[src/rtl/mips_multicycle_ctrl_if.sv]
// Memory handshake bundle between the multicycle
// controller (master) and the wait-state memory (slave).
interface mips_multicycle_ctrl_if;
  logic mem_read;
  logic mem_write;
  logic i_or_d;
  logic mem_ready;

  modport master (
    output mem_read,
    output mem_write,
    output i_or_d,
    input  mem_ready
  );

  modport slave (
    input  mem_read,
    input  mem_write,
    input  i_or_d,
    output mem_ready
  );
endinterface

[src/rtl/mips_multicycle_ctrl.sv]
// Multicycle MIPS control FSM: decodes the IR word and
// sequences fetch/decode/execute/memory/writeback.
module mips_multicycle_ctrl #(
  parameter logic [3:0] WAIT_MAX = 4'd15
) (
  input  logic        clk,
  input  logic        rst_n,
  mips_multicycle_ctrl_if.master mem,
  input  logic [31:0] instr,
  input  logic        alu_cond,
  output logic [3:0]  alu_ctl,
  output logic        alu_src_a,
  output logic [2:0]  alu_src_b,
  output logic        ir_write,
  output logic        pc_write,
  output logic [1:0]  pc_source,
  output logic        reg_write,
  output logic        reg_dst,
  output logic        mem_to_reg,
  output logic        illegal,
  output logic        bus_err
);

  typedef enum logic [3:0] {
    S_BOOT,
    S_FETCH,
    S_DECODE,
    S_EXEC_R,
    S_EXEC_I,
    S_ALU_WB,
    S_MEM_ADDR,
    S_MEM_RD,
    S_MEM_WB,
    S_MEM_WR,
    S_BRANCH,
    S_JUMP
  } state_t;

  typedef struct packed {
    logic [3:0] alu_ctl;
    logic       alu_src_a;
    logic [2:0] alu_src_b;
    logic       mem_read;
    logic       mem_write;
    logic       i_or_d;
    logic [1:0] pc_source;
    logic       reg_write;
    logic       reg_dst;
    logic       mem_to_reg;
  } ctl_t;

  state_t     state;
  state_t     nxt;
  ctl_t       ctl_q;
  ctl_t       ctl_nxt;
  logic [3:0] wait_cnt;
  logic       mem_st;
  logic       timeout;
  logic       bad;

  logic [5:0] op;
  logic [5:0] fn;
  logic       r_ok;
  logic [3:0] r_ctl;
  logic       i_ok;
  logic [3:0] i_ctl;
  logic [2:0] i_srcb;
  logic       r_sel;
  logic       ls_sel;
  logic       br_sel;
  logic       j_sel;
  logic       unused_instr;

  assign op = instr[31:26];
  assign fn = instr[5:0];
  assign unused_instr = ^instr[25:6];

  assign r_sel  = (op == 6'h00) && r_ok;
  assign ls_sel = (op == 6'h23) || (op == 6'h2B);
  assign br_sel = (op == 6'h04) || (op == 6'h05);
  assign j_sel  = (op == 6'h02);

  // R-type funct to ALU operation
  always_comb begin
    r_ok  = 1'b1;
    r_ctl = 4'b0000;
    case (fn)
      6'h20:   r_ctl = 4'b0010;
      6'h21:   r_ctl = 4'b0011;
      6'h22:   r_ctl = 4'b0110;
      6'h24:   r_ctl = 4'b0000;
      6'h25:   r_ctl = 4'b0001;
      6'h26:   r_ctl = 4'b1011;
      6'h2A:   r_ctl = 4'b0111;
      6'h00:   r_ctl = 4'b1001;
      6'h02:   r_ctl = 4'b1010;
      default: r_ok  = 1'b0;
    endcase
  end

  // I-type opcode to ALU operation and immediate form
  always_comb begin
    i_ok   = 1'b1;
    i_ctl  = 4'b0000;
    i_srcb = 3'b010;
    case (op)
      6'h08: i_ctl = 4'b0010;
      6'h09: i_ctl = 4'b0011;
      6'h0A: i_ctl = 4'b0111;
      6'h0C: begin
        i_ctl  = 4'b0000;
        i_srcb = 3'b100;
      end
      6'h0D: begin
        i_ctl  = 4'b0001;
        i_srcb = 3'b100;
      end
      6'h0E: begin
        i_ctl  = 4'b1011;
        i_srcb = 3'b100;
      end
      6'h0F: begin
        i_ctl  = 4'b1000;
        i_srcb = 3'b101;
      end
      default: i_ok = 1'b0;
    endcase
  end

  // next state, timeout and illegal detection
  always_comb begin
    nxt     = state;
    bad     = 1'b0;
    mem_st  = (state == S_FETCH) ||
              (state == S_MEM_RD) ||
              (state == S_MEM_WR);
    timeout = mem_st && !mem.mem_ready &&
              (wait_cnt == WAIT_MAX);
    case (state)
      S_BOOT: nxt = S_FETCH;
      S_FETCH: begin
        if (mem.mem_ready) nxt = S_DECODE;
        else if (timeout)  nxt = S_FETCH;
      end
      S_DECODE: begin
        unique case (1'b1)
          r_sel:  nxt = S_EXEC_R;
          i_ok:   nxt = S_EXEC_I;
          ls_sel: nxt = S_MEM_ADDR;
          br_sel: nxt = S_BRANCH;
          j_sel:  nxt = S_JUMP;
          default: begin
            nxt = S_FETCH;
            bad = 1'b1;
          end
        endcase
      end
      S_EXEC_R: nxt = S_ALU_WB;
      S_EXEC_I: nxt = S_ALU_WB;
      S_ALU_WB: nxt = S_FETCH;
      S_MEM_ADDR: begin
        nxt = (op == 6'h23) ? S_MEM_RD : S_MEM_WR;
      end
      S_MEM_RD: begin
        if (mem.mem_ready) nxt = S_MEM_WB;
        else if (timeout)  nxt = S_FETCH;
      end
      S_MEM_WB: nxt = S_FETCH;
      S_MEM_WR: begin
        if (mem.mem_ready || timeout) nxt = S_FETCH;
      end
      S_BRANCH: nxt = S_FETCH;
      S_JUMP:   nxt = S_FETCH;
      default:  nxt = S_FETCH;
    endcase
  end

  // Moore outputs of the state being entered
  always_comb begin
    ctl_nxt = '0;
    case (nxt)
      S_FETCH: begin
        ctl_nxt.mem_read  = 1'b1;
        ctl_nxt.alu_src_b = 3'b001;
        ctl_nxt.alu_ctl   = 4'b0010;
      end
      S_DECODE: begin
        ctl_nxt.alu_src_b = 3'b011;
        ctl_nxt.alu_ctl   = 4'b0010;
      end
      S_EXEC_R: begin
        ctl_nxt.alu_src_a = 1'b1;
        ctl_nxt.alu_ctl   = r_ctl;
      end
      S_EXEC_I: begin
        ctl_nxt.alu_src_a = 1'b1;
        ctl_nxt.alu_src_b = i_srcb;
        ctl_nxt.alu_ctl   = i_ctl;
      end
      S_ALU_WB: begin
        ctl_nxt.reg_write = 1'b1;
        ctl_nxt.reg_dst   = (state == S_EXEC_R);
      end
      S_MEM_ADDR: begin
        ctl_nxt.alu_src_a = 1'b1;
        ctl_nxt.alu_src_b = 3'b010;
        ctl_nxt.alu_ctl   = 4'b0010;
      end
      S_MEM_RD: begin
        ctl_nxt.mem_read = 1'b1;
        ctl_nxt.i_or_d   = 1'b1;
      end
      S_MEM_WB: begin
        ctl_nxt.reg_write  = 1'b1;
        ctl_nxt.mem_to_reg = 1'b1;
      end
      S_MEM_WR: begin
        ctl_nxt.mem_write = 1'b1;
        ctl_nxt.i_or_d    = 1'b1;
      end
      S_BRANCH: begin
        ctl_nxt.alu_src_a = 1'b1;
        ctl_nxt.pc_source = 2'b01;
        ctl_nxt.alu_ctl   = (op == 6'h05) ?
                            4'b1110 : 4'b0110;
      end
      S_JUMP: ctl_nxt.pc_source = 2'b10;
      default: ctl_nxt = '0;
    endcase
  end

  // state, wait counter and registered outputs
  always_ff @(posedge clk or negedge rst_n) begin
    if (!rst_n) begin
      state    <= S_BOOT;
      wait_cnt <= '0;
      ctl_q    <= '0;
    end else begin
      state <= nxt;
      ctl_q <= ctl_nxt;
      if ((nxt != state) || timeout)
        wait_cnt <= '0;
      else if (mem_st && !mem.mem_ready &&
               (wait_cnt != WAIT_MAX))
        wait_cnt <= wait_cnt + 4'd1;
    end
  end

  assign alu_ctl       = ctl_q.alu_ctl;
  assign alu_src_a     = ctl_q.alu_src_a;
  assign alu_src_b     = ctl_q.alu_src_b;
  assign mem.mem_read  = ctl_q.mem_read;
  assign mem.mem_write = ctl_q.mem_write;
  assign mem.i_or_d    = ctl_q.i_or_d;
  assign pc_source     = ctl_q.pc_source;
  assign reg_write     = ctl_q.reg_write;
  assign reg_dst       = ctl_q.reg_dst;
  assign mem_to_reg    = ctl_q.mem_to_reg;

  assign ir_write = (state == S_FETCH) && mem.mem_ready;
  assign pc_write = ((state == S_FETCH) && mem.mem_ready) ||
                    ((state == S_BRANCH) && alu_cond) ||
                    (state == S_JUMP);
  assign illegal  = (state == S_DECODE) && bad;
  assign bus_err  = timeout;

endmodule

[src/flat_wrapper.sv]
// flat-port wrapper written by rule: the top's interface ports become plain ports
module mips_multicycle_ctrl_flat 
#(
  parameter logic [3:0] WAIT_MAX = 4'd15
)
  (clk, rst_n, instr, alu_cond, alu_ctl, alu_src_a, alu_src_b, ir_write, pc_write, pc_source, reg_write, reg_dst, mem_to_reg, illegal, bus_err, mem_mem_read, mem_mem_write, mem_i_or_d, mem_mem_ready);
  mips_multicycle_ctrl_if mem_i ();
  input  logic clk;
  input  logic rst_n;
  input  logic [31:0] instr;
  input  logic alu_cond;
  output logic [3:0] alu_ctl;
  output logic alu_src_a;
  output logic [2:0] alu_src_b;
  output logic ir_write;
  output logic pc_write;
  output logic [1:0] pc_source;
  output logic reg_write;
  output logic reg_dst;
  output logic mem_to_reg;
  output logic illegal;
  output logic bus_err;
  output wire logic [$bits(mem_i.mem_read)-1:0] mem_mem_read;
  output wire logic [$bits(mem_i.mem_write)-1:0] mem_mem_write;
  output wire logic [$bits(mem_i.i_or_d)-1:0] mem_i_or_d;
  input wire logic [$bits(mem_i.mem_ready)-1:0] mem_mem_ready;
  assign mem_mem_read = mem_i.mem_read;
  assign mem_mem_write = mem_i.mem_write;
  assign mem_i_or_d = mem_i.i_or_d;
  assign mem_i.mem_ready = mem_mem_ready;
  mips_multicycle_ctrl #(.WAIT_MAX(WAIT_MAX)) u_core (.clk(clk), .rst_n(rst_n), .mem(mem_i), .instr(instr), .alu_cond(alu_cond), .alu_ctl(alu_ctl), .alu_src_a(alu_src_a), .alu_src_b(alu_src_b), .ir_write(ir_write), .pc_write(pc_write), .pc_source(pc_source), .reg_write(reg_write), .reg_dst(reg_dst), .mem_to_reg(mem_to_reg), .illegal(illegal), .bus_err(bus_err));
endmodule
[config.mk]
export PLATFORM = sky130hd
export DESIGN_NAME = mips_multicycle_ctrl_flat
export DESIGN_NICKNAME = d
export VERILOG_FILES = /design/src/rtl/mips_multicycle_ctrl_if.sv /design/src/rtl/mips_multicycle_ctrl.sv /design/src/flat_wrapper.sv
export SDC_FILE = /design/constraint.sdc
export NUM_CORES = 1
export LEC_CHECK = 0
export ABC_AREA = 1
export CORE_ASPECT_RATIO = 1.5
export CORE_UTILIZATION = 49
export CTS_BUF_LIST = sky130_fd_sc_hd__clkbuf_8
export DETAILED_ROUTE_END_ITERATION = 7
export PLACE_DENSITY = 0.95
export RECOVER_POWER = 50
export SLEW_MARGIN = 20
export SYNTH_ARGS = -nofsm -noshare
export SYNTH_HDL_FRONTEND = slang
export SYNTH_SLANG_ARGS = --single-unit
[constraint.sdc]
create_clock -name clk -period 4.4 [get_ports clk]
set_input_delay 0.66 -clock clk [delete_from_list [all_inputs] [get_ports clk]]
set_output_delay 0.66 -clock clk [all_outputs]
set_load 0.05 [all_outputs]
# Word level (Yosys, flattened, before mapping)

Cells that the tools add are included.

Word-level logic and storage cells: 112
Output and inout port bits: 20
Register bits: 24
Bits of input ports: 36

Add/subtract/negate cells: 1
Eq/ne operators: 43
Multiplexer cells: 27
Reduce and logical (&&, ||, !) cells: 29

Operators by type and width:

| kind                                                                   | number |
|---|---|
| 6-bit equality test (second input constant)                            | 9 |
| 4-bit one-hot mux with 6 select lines                                  | 2 |
| 6-bit by 4-bit equality test with 1-bit output (second input constant) | 7 |
| 4-bit equality test (second input constant)                            | 8 |
| 4-bit 2-to-1 mux                                                       | 8 |
| 4-bit one-hot mux with 8 select lines                                  | 1 |
| 4-bit by 3-bit equality test with 1-bit output (second input constant) | 7 |
| 4-bit one-hot mux with 5 select lines                                  | 1 |
| 4-bit by 2-bit equality test with 1-bit output (second input constant) | 4 |
| 4-bit one-hot mux with 4 select lines                                  | 1 |
| 6-bit by 2-bit equality test with 1-bit output (second input constant) | 2 |
| 6-bit by 3-bit equality test with 1-bit output (second input constant) | 2 |
| 6-bit logical NOT                                                      | 2 |
| 3-bit one-hot mux with 4 select lines                                  | 1 |
| 1-bit 2-to-1 mux                                                       | 11 |
| 9-bit OR reduction                                                     | 1 |
| 4-bit by 1-bit equality test with 1-bit output (second input constant) | 2 |
| 1-bit logical OR                                                       | 8 |
| 2-bit OR reduction                                                     | 4 |
| 1-bit logical AND                                                      | 7 |
| 7-bit OR reduction                                                     | 1 |
| 3-bit one-hot mux with 2 select lines                                  | 1 |
| 3-bit OR reduction                                                     | 2 |
| 5-bit OR reduction                                                     | 1 |
| 7 further kinds                                                        | 7 |

# Depth between registers and ports, before layout

Gate-level depths: netlist (run 1).

Depth after elaboration: 11
Depth in mapped cells: 16

# Worst setup path after synthesis (run 1)

OpenSTA, ideal clock, no wires.

Path kind: in2out
Start: in instr[3]
End: out illegal
Data arrival time: 1,920 ps
Path slack: 1,820 ps
Stages on the path: 9
Cells stage by stage: nor2_2 -> nor2_1 -> nand2_1 -> nand2_1 -> nor2_1 -> nand2_1 -> nand2_1 -> nand2_1 -> nor2_1

Longest elaborated chain between the ends: 8
Elaborated cells between the ends (all ways): 16

RTL lines:

| what                                        | line                        | RTL |
|---|---|---|
| start, declared                             | flat_wrapper.sv:10          | `input logic [31:0] instr;` |
| 6-bit equality test (tied with other cells) | mips_multicycle_ctrl.sv:87  | `case (fn)` |
| 9-bit OR reduction (no line) *              | -                           |  |
| 1-bit 2-to-1 mux *                          | mips_multicycle_ctrl.sv:87  |  |
| 1-bit logical AND *                         | mips_multicycle_ctrl.sv:78  | `assign r_sel = (op == 6'h00) && r_ok;` |
| 5-bit OR reduction (no line) *              | -                           |  |
| 1-bit 2-to-1 mux *                          | mips_multicycle_ctrl.sv:146 | `unique case (1'b1)` |
| 1-bit 2-to-1 mux *                          | mips_multicycle_ctrl.sv:139 | `case (state)` |
| 1-bit logical AND *                         | mips_multicycle_ctrl.sv:264 | `assign illegal = (state == S_DECODE) && bad;` |
| end, declared                               | flat_wrapper.sv:21          | `output logic illegal;` |

Every way passes the cells marked *; elsewhere a longest branch is shown, timed or not.

# Worst setup path in the final report (run 1)

Same ends and word-level chain as after synthesis.

==> results of run 1 <==
## per-stage QoR
stage	hold WS, ps	area, um2	power [W]	cells
3_3_place_gp	453	1870	0.000822	282
5_1_grt	494	1910	0.00104	286
3_5_place_dp	468	1870	0.000834	282
2_1_floorplan	364	1480	0.000690	209
6_report	473	1910	0.000972	286
4_1_cts	479	1920	0.000979	286
## cell usage after synthesis
cell | number | share of area, %
buf_6 | 1 | 0.76
o21ai_0 | 8 | 2.7
nand4_1 | 8 | 3.4
nor4_1 | 1 | 0.42
nand3b_4 | 1 | 1.4
inv_1 | 36 | 9.1
a31oi_1 | 2 | 0.85
inv_2 | 2 | 0.51
nor2_2 | 3 | 1.3
o211ai_1 | 1 | 0.51
a31oi_2 | 1 | 0.85
nand3_1 | 22 | 7.4
dfrtp_1 | 24 | 41
nand2_4 | 1 | 0.76
o31ai_1 | 2 | 1.0
nor3_2 | 1 | 0.68
nand3_4 | 1 | 1.2
nor2_4 | 1 | 0.76
nand2_2 | 3 | 1.3
o21ai_1 | 2 | 0.68
a21oi_1 | 2 | 0.68
nand2_1 | 48 | 12
xor2_1 | 1 | 0.59
nor2_1 | 30 | 7.6
nor3_1 | 6 | 2.0
ha_1 | 1 | 0.85
## path summary, 6_finish.rpt
kind,startpoint,to,cells after the start
hold / removal,u_core.wait_cnt[0],u_core.wait_cnt[0],1
hold reg to reg,u_core.wait_cnt[0],u_core.wait_cnt[0],1
max in group asynchronous,rst_n,u_core.alu_ctl[0],1
setup reg to reg,u_core.state[2],u_core.alu_ctl[0],10
setup / recovery,instr[3],illegal,11
min in group asynchronous,rst_n,u_core.reg_dst,1
## routing by layer
| metal | global-route usage (%) | part of all wire (%) | routed length [um] |
|---|---|---|---|
| met5 | 0 | 0 | 0 |
| met4 | 10.8 | 2.3 | 68 |
| met3 | 1.82 | 2.5 | 74 |
| met2 | 39.2 | 55 | 1650 |
| met1 | 24.5 | 40 | 1190 |
## logic make-up (layout without fill, tap and decap cells)
family / count (synthesis) / count (layout) / synth area share [%]
AO/OA/AOI/OAI: 18 / 18 / 7.27
XOR/XNOR: 1 / 1 / 0.592
buffers and inverters: 39 / 77 / 10.4
flip-flops: 24 / 24 / 40.6
adder cells (fa/ha/maj): 1 / 1 / 0.845
AND/OR/NAND/NOR: 126 / 126 / 40.3
## where the power goes
part | internal, W | switching (W) | leakage, nW
clock | 0.0000799 | 0.0000637 | 0.0288
combinational | 0.000156 | 0.000369 | 0.691
sequential | 0.000270 | 0.0000336 | 0.320
total | 0.000506 | 0.000467 | 1.04
## cell type report
class | count | area [um2] | area share, %
clock buffer | 4 | 55.1 | 2.88
multi-input combinational | 146 | 723 | 37.8
sequential | 24 | 601 | 31.4
timing repair buffer | 35 | 344 | 18.0
inverter | 38 | 143 | 7.45
tap | 39 | 48.8 | 2.55
==> flow_metrics.tcl, run 1 <==
set metrics [dict create \
    ys_seq_area_share_pct 40.6 \
    crit_path_start_kind "primary input" \
    p_leak_nw 1.04 \
    synth-seq-cells 24 \
    synth_nets 246 \
    cp_max_fo 4 \
    fill_cells 265 \
    hp-class "reg -> reg" \
    max-cap-violations 0 \
    layout-drive-gt1-share_pct 6.88 \
    via_count 1451 \
    clockBufferDepth 2 \
    die_y_um 69.3 \
    place_hpwl_mm 2.45 \
    outcome "completed" \
    ir_drop_mv 0.353 \
    wl_mm 2.99 \
    cts-root-buf "clkbuf_8" \
    cts.sinks 24 \
    cp-end-kind "primary output" \
    crit_arrival_ps 2800 \
    cts_hold_buf 0 \
    port_buffers 35 \
    nets 285 \
    die-area_mm2 0.00325 \
    wl_per_cell_um 10.4 \
    timing_worst_slew_pin_value_ps 1140 \
    grtUsageTotal_pct 22.1 \
    drv_slew 0 \
    final_cell_mix "49 x nand2_1, 36 x inv_1, 32 x clkdlybuf4s50_1" \
    final_common_cell "nand2_1" \
    final_util_pct 66.4 \
    placementRows 24 \
    initial_core_util_pct 51.3 \
    post-cts-setup-buffers 0 \
    rsz0062_at_grt "no" \
    yosysUniqueCellTypes 26 \
    power_density_mw_per_mm2 508 \
    syn_avg_cell_area_um2 7.08 \
    post_cts_resized 0 \
    max_stage_delay_ps 810 \
    hold_viol_final 0 \
    post-route-min-period_ps 3460 \
    synth_cells 209 \
    critical_path_buf_inv_count 2 \
    clock.fmax_mhz 289 \
    path_class "in -> out" \
    crit_family "buffers and inverters" \
    rrSetupSlack_ps 2350 \
    grt_pass1_wl_mm 5.43 \
    grt_antenna_before_repair 0 \
    grt_max_degree 25 \
    tns_ps 0 \
    antenna_left 0 \
    required_ps 3740 \
    grt_pass1_vias 1386 \
    pre_cts_ws_ps 934 \
    top_level_ports 56 \
    cts_tree "yes" \
    drc 0 \
    diodes 0 \
    fin_crit_sh_pct 78.6 \
    drt_first_pass_iters 4 \
    yosys_warnings 0 \
    synth_area_mm2 0.00148 \
    globalplace.congestion 0.833 \
    drt_iter0_drc 64 \
    htreeDepth 1 \
    die_x_um 46.9 \
    setup_ws_ps 942 \
    grt_overflow_total 0 \
    clkTransAtPathRegs_ps 70 \
    clk_latency_ps 270 \
    cpMostUsedCell "nand2_1" \
    fp.coreArea_mm2 0.00288 \
    setup_viol 0 \
    cp_slowest_cell "clkdlybuf4s50_1" \
    viasPerCell 5.07 \
    skew_ps 2.07 \
    worstPathCellList "clkdlybuf4s50_1, nor2_2, nor2_1, nand2_1, nand2_1, nor2_1, nand2_1, nand2_1, nand2_1, nor2_1, clkdlybuf4s50_1" \
    cts_inserted_buffers 3 \
    syn2layout_area_growth_pct 29.3 \
    relSlewSlack_pct 23.8 \
]
No activity file was read; power rests on OpenSTA's default activity.
==> inputs of run 2 (changes only) <==
--- a/config.mk
+++ b/config.mk
@@ -7,10 +7,10 @@
 export LEC_CHECK = 0
 export ABC_AREA = 1
 export CORE_ASPECT_RATIO = 1.5
-export CORE_UTILIZATION = 49
+export CORE_UTILIZATION = 41
 export CTS_BUF_LIST = sky130_fd_sc_hd__clkbuf_8
 export DETAILED_ROUTE_END_ITERATION = 7
-export PLACE_DENSITY = 0.95
+export PLACE_DENSITY = 0.87
 export RECOVER_POWER = 50
 export SLEW_MARGIN = 20
 export SYNTH_ARGS = -nofsm -noshare
==> constraint.sdc (replaced) <==
create_clock -name clk -period 3.1 [get_ports clk]
set_input_delay 0.465 -clock clk [delete_from_list [all_inputs] [get_ports clk]]
set_output_delay 0.465 -clock clk [all_outputs]
set_load 0.05 [all_outputs]
==> run 2 against run 1 <==
  * Total power up 41%
  * Sequential power up 41%
  * Final area is 0.46% higher
  * Core utilization is 10 points lower
  * Routed wire length down 6.0%
  * Clock-buffer cell count stayed put
  * Via count shrank 2.5%
  * Sequential cell count unchanged
  * Largest cell class unchanged
==> flow_metrics.tcl, run 2 (same netlist as run 1, synthesis figures left out) <==
set metrics [dict create \
    outcome "completed" \
    grt_pass1_vias 1289 \
    ir_drop_mv 0.471 \
    critPathLaunch "u_core.state[0]" \
    post-route-min-period_ps 2700 \
    crit_arrival_ps 2240 \
    crit_path_start_kind "flop" \
    power.switching_w 0.000653 \
    final_common_cell "nand2_1" \
    wl_mm 2.81 \
    cpMostUsedCell "nand2_1" \
    p_leak_nw 1.04 \
    cp-end-kind "primary output" \
    seq_area_um2 601 \
    top_level_ports 56 \
    grt_max_degree 25 \
    cp_max_fo 7 \
    grt_pass1_wl_mm 5.07 \
    cts_inserted_buffers 3 \
    clockBufferDepth 2 \
    rsz0062_at_grt "no" \
    via_count 1414 \
    hold_start "u_core.wait_cnt[0]" \
    place_hpwl_mm 2.39 \
    drt_first_pass_iters 4 \
    fill_cells 329 \
    grtUsageTotal_pct 17.5 \
    post-cts-setup-buffers 0 \
    max_stage_delay_ps 780 \
    multiInputGateArea_um2 708 \
    max-cap-violations 0 \
    initial_core_util_pct 43.3 \
    die_x_um 51.1 \
    hp-class "reg -> reg" \
    r2r_start "u_core.state[0]" \
    nets 286 \
    die_y_um 75.6 \
    setup_viol 0 \
    p_sw_share_pct 47.6 \
    cts_hold_buf 0 \
    power_density_mw_per_mm2 714 \
    tns_ps 0 \
    clk_latency_ps 260 \
    final_cell_mix "50 x nand2_1, 36 x inv_1, 32 x clkdlybuf4s50_1" \
    placementRows 26 \
    drv_slew 0 \
    antenna_left 0 \
    grt_overflow_total 0 \
    cts-root-buf "clkbuf_8" \
    syn2layout_area_growth_pct 29.9 \
    wl_per_cell_um 9.68 \
    cts.sinks 24 \
    worstPathCellList "inv_2, nor2_2, nand2_1, nand2_1, nand3b_4, inv_1, clkdlybuf4s50_1" \
    grt_antenna_before_repair 0 \
    crit_family "buffers and inverters" \
    place_area_mm2 0.00189 \
    postLayoutCellArea_mm2 0.00192 \
    layout-drive-gt1-share_pct 6.45 \
    critical_path_buf_inv_count 3 \
    port_buffers 35 \
    clock.fmax_mhz 370 \
    required_ps 2630 \
    drc 0 \
    globalplace.congestion 0.895 \
    intPower_w 0.000720 \
    clkTransAtPathRegs_ps 80 \
    fp.coreArea_mm2 0.00342 \
    pwr-share-comb_pct 53.8 \
    path_class "reg -> out" \
    drt_iter0_drc 16 \
    cts_tree "yes" \
    seq_power_share_pct 31.2 \
    p_clk_share_pct 14.9 \
    post_cts_resized 0 \
    diodes 0 \
    viasPerCell 4.88 \
    relSlewSlack_pct 21.8 \
    htreeDepth 1 \
    cp_slowest_cell "clkdlybuf4s50_1" \
    skew_ps 0.934 \
    hold_viol_final 0 \
    timing_worst_slew_pin_value_ps 1170 \
    fin_crit_sh_pct 87.1 \
    die-area_mm2 0.00386 \
]
-- run 2: per-layer routing --
layer	GRT usage, %	wire length [um]
met5	0	0
met1	19.0	1180
met2	32.2	1440
met4	13.0	117
met3	0.798	70
-- run 2: worst register-to-register path, stage by stage, from the launching register on --
cell and delay (ps):
dfrtp_1 510, inv_2 90, nor2_2 150, nand2_1 70, nand2_1 190, nand3b_4 120
a31oi_2 210, nand2_2 210, nor2_2 210, o21ai_0 110, o21ai_1 110
-- run 2: through the flow --
step | instances | utilization [%] | power, W | hold slack [ps] | setup slack (ps)
after floorplan | 209 | - | 0.000979 | 169 | 910
after global routing | 290 | 56.3 | 0.00147 | 500 | 254
final | 290 | 56.3 | 0.00137 | 461 | 399
after CTS | 290 | 56.9 | 0.00139 | 467 | 464
after detailed placement | 286 | 55.3 | 0.00119 | 457 | 466
after global placement | 286 | 55.3 | 0.00118 | 453 | 480
-- run 2: power by group through the flow --
stage,Clock [W],Combinational (W),Sequential [W]
2_1_floorplan,0,0.000415,0.000565
3_3_place_gp,0,0.000744,0.000436
3_5_place_dp,0,0.000753,0.000434
4_1_cts,0.000209,0.000753,0.000428
5_1_grt,0.000222,0.000811,0.000436
6_report,0.000205,0.000739,0.000429
-- run 2: area by class of cell --
cell class / count / share of cell area [%]
Inverter: 38 / 7.42
Clock buffer: 4 / 2.86
Multi-Input combinational cell: 146 / 36.8
Tap cell: 42 / 2.73
Timing Repair Buffer: 36 / 18.9
Sequential cell: 24 / 31.2
-- run 2: path summary, 6_finish.rpt --
path                                        end  slack (ps)  cells past startpoint
min reg2reg                  u_core.wait_cnt[0]         460                      1
max                                     bus_err         400                      7
max reg2reg                   u_core.alu_ctl[0]        1040                     10
max in group asynchronous  u_core.mem.mem_write        1450                      2
min in group asynchronous        u_core.reg_dst         950                      2
min                          u_core.wait_cnt[0]         460                      1
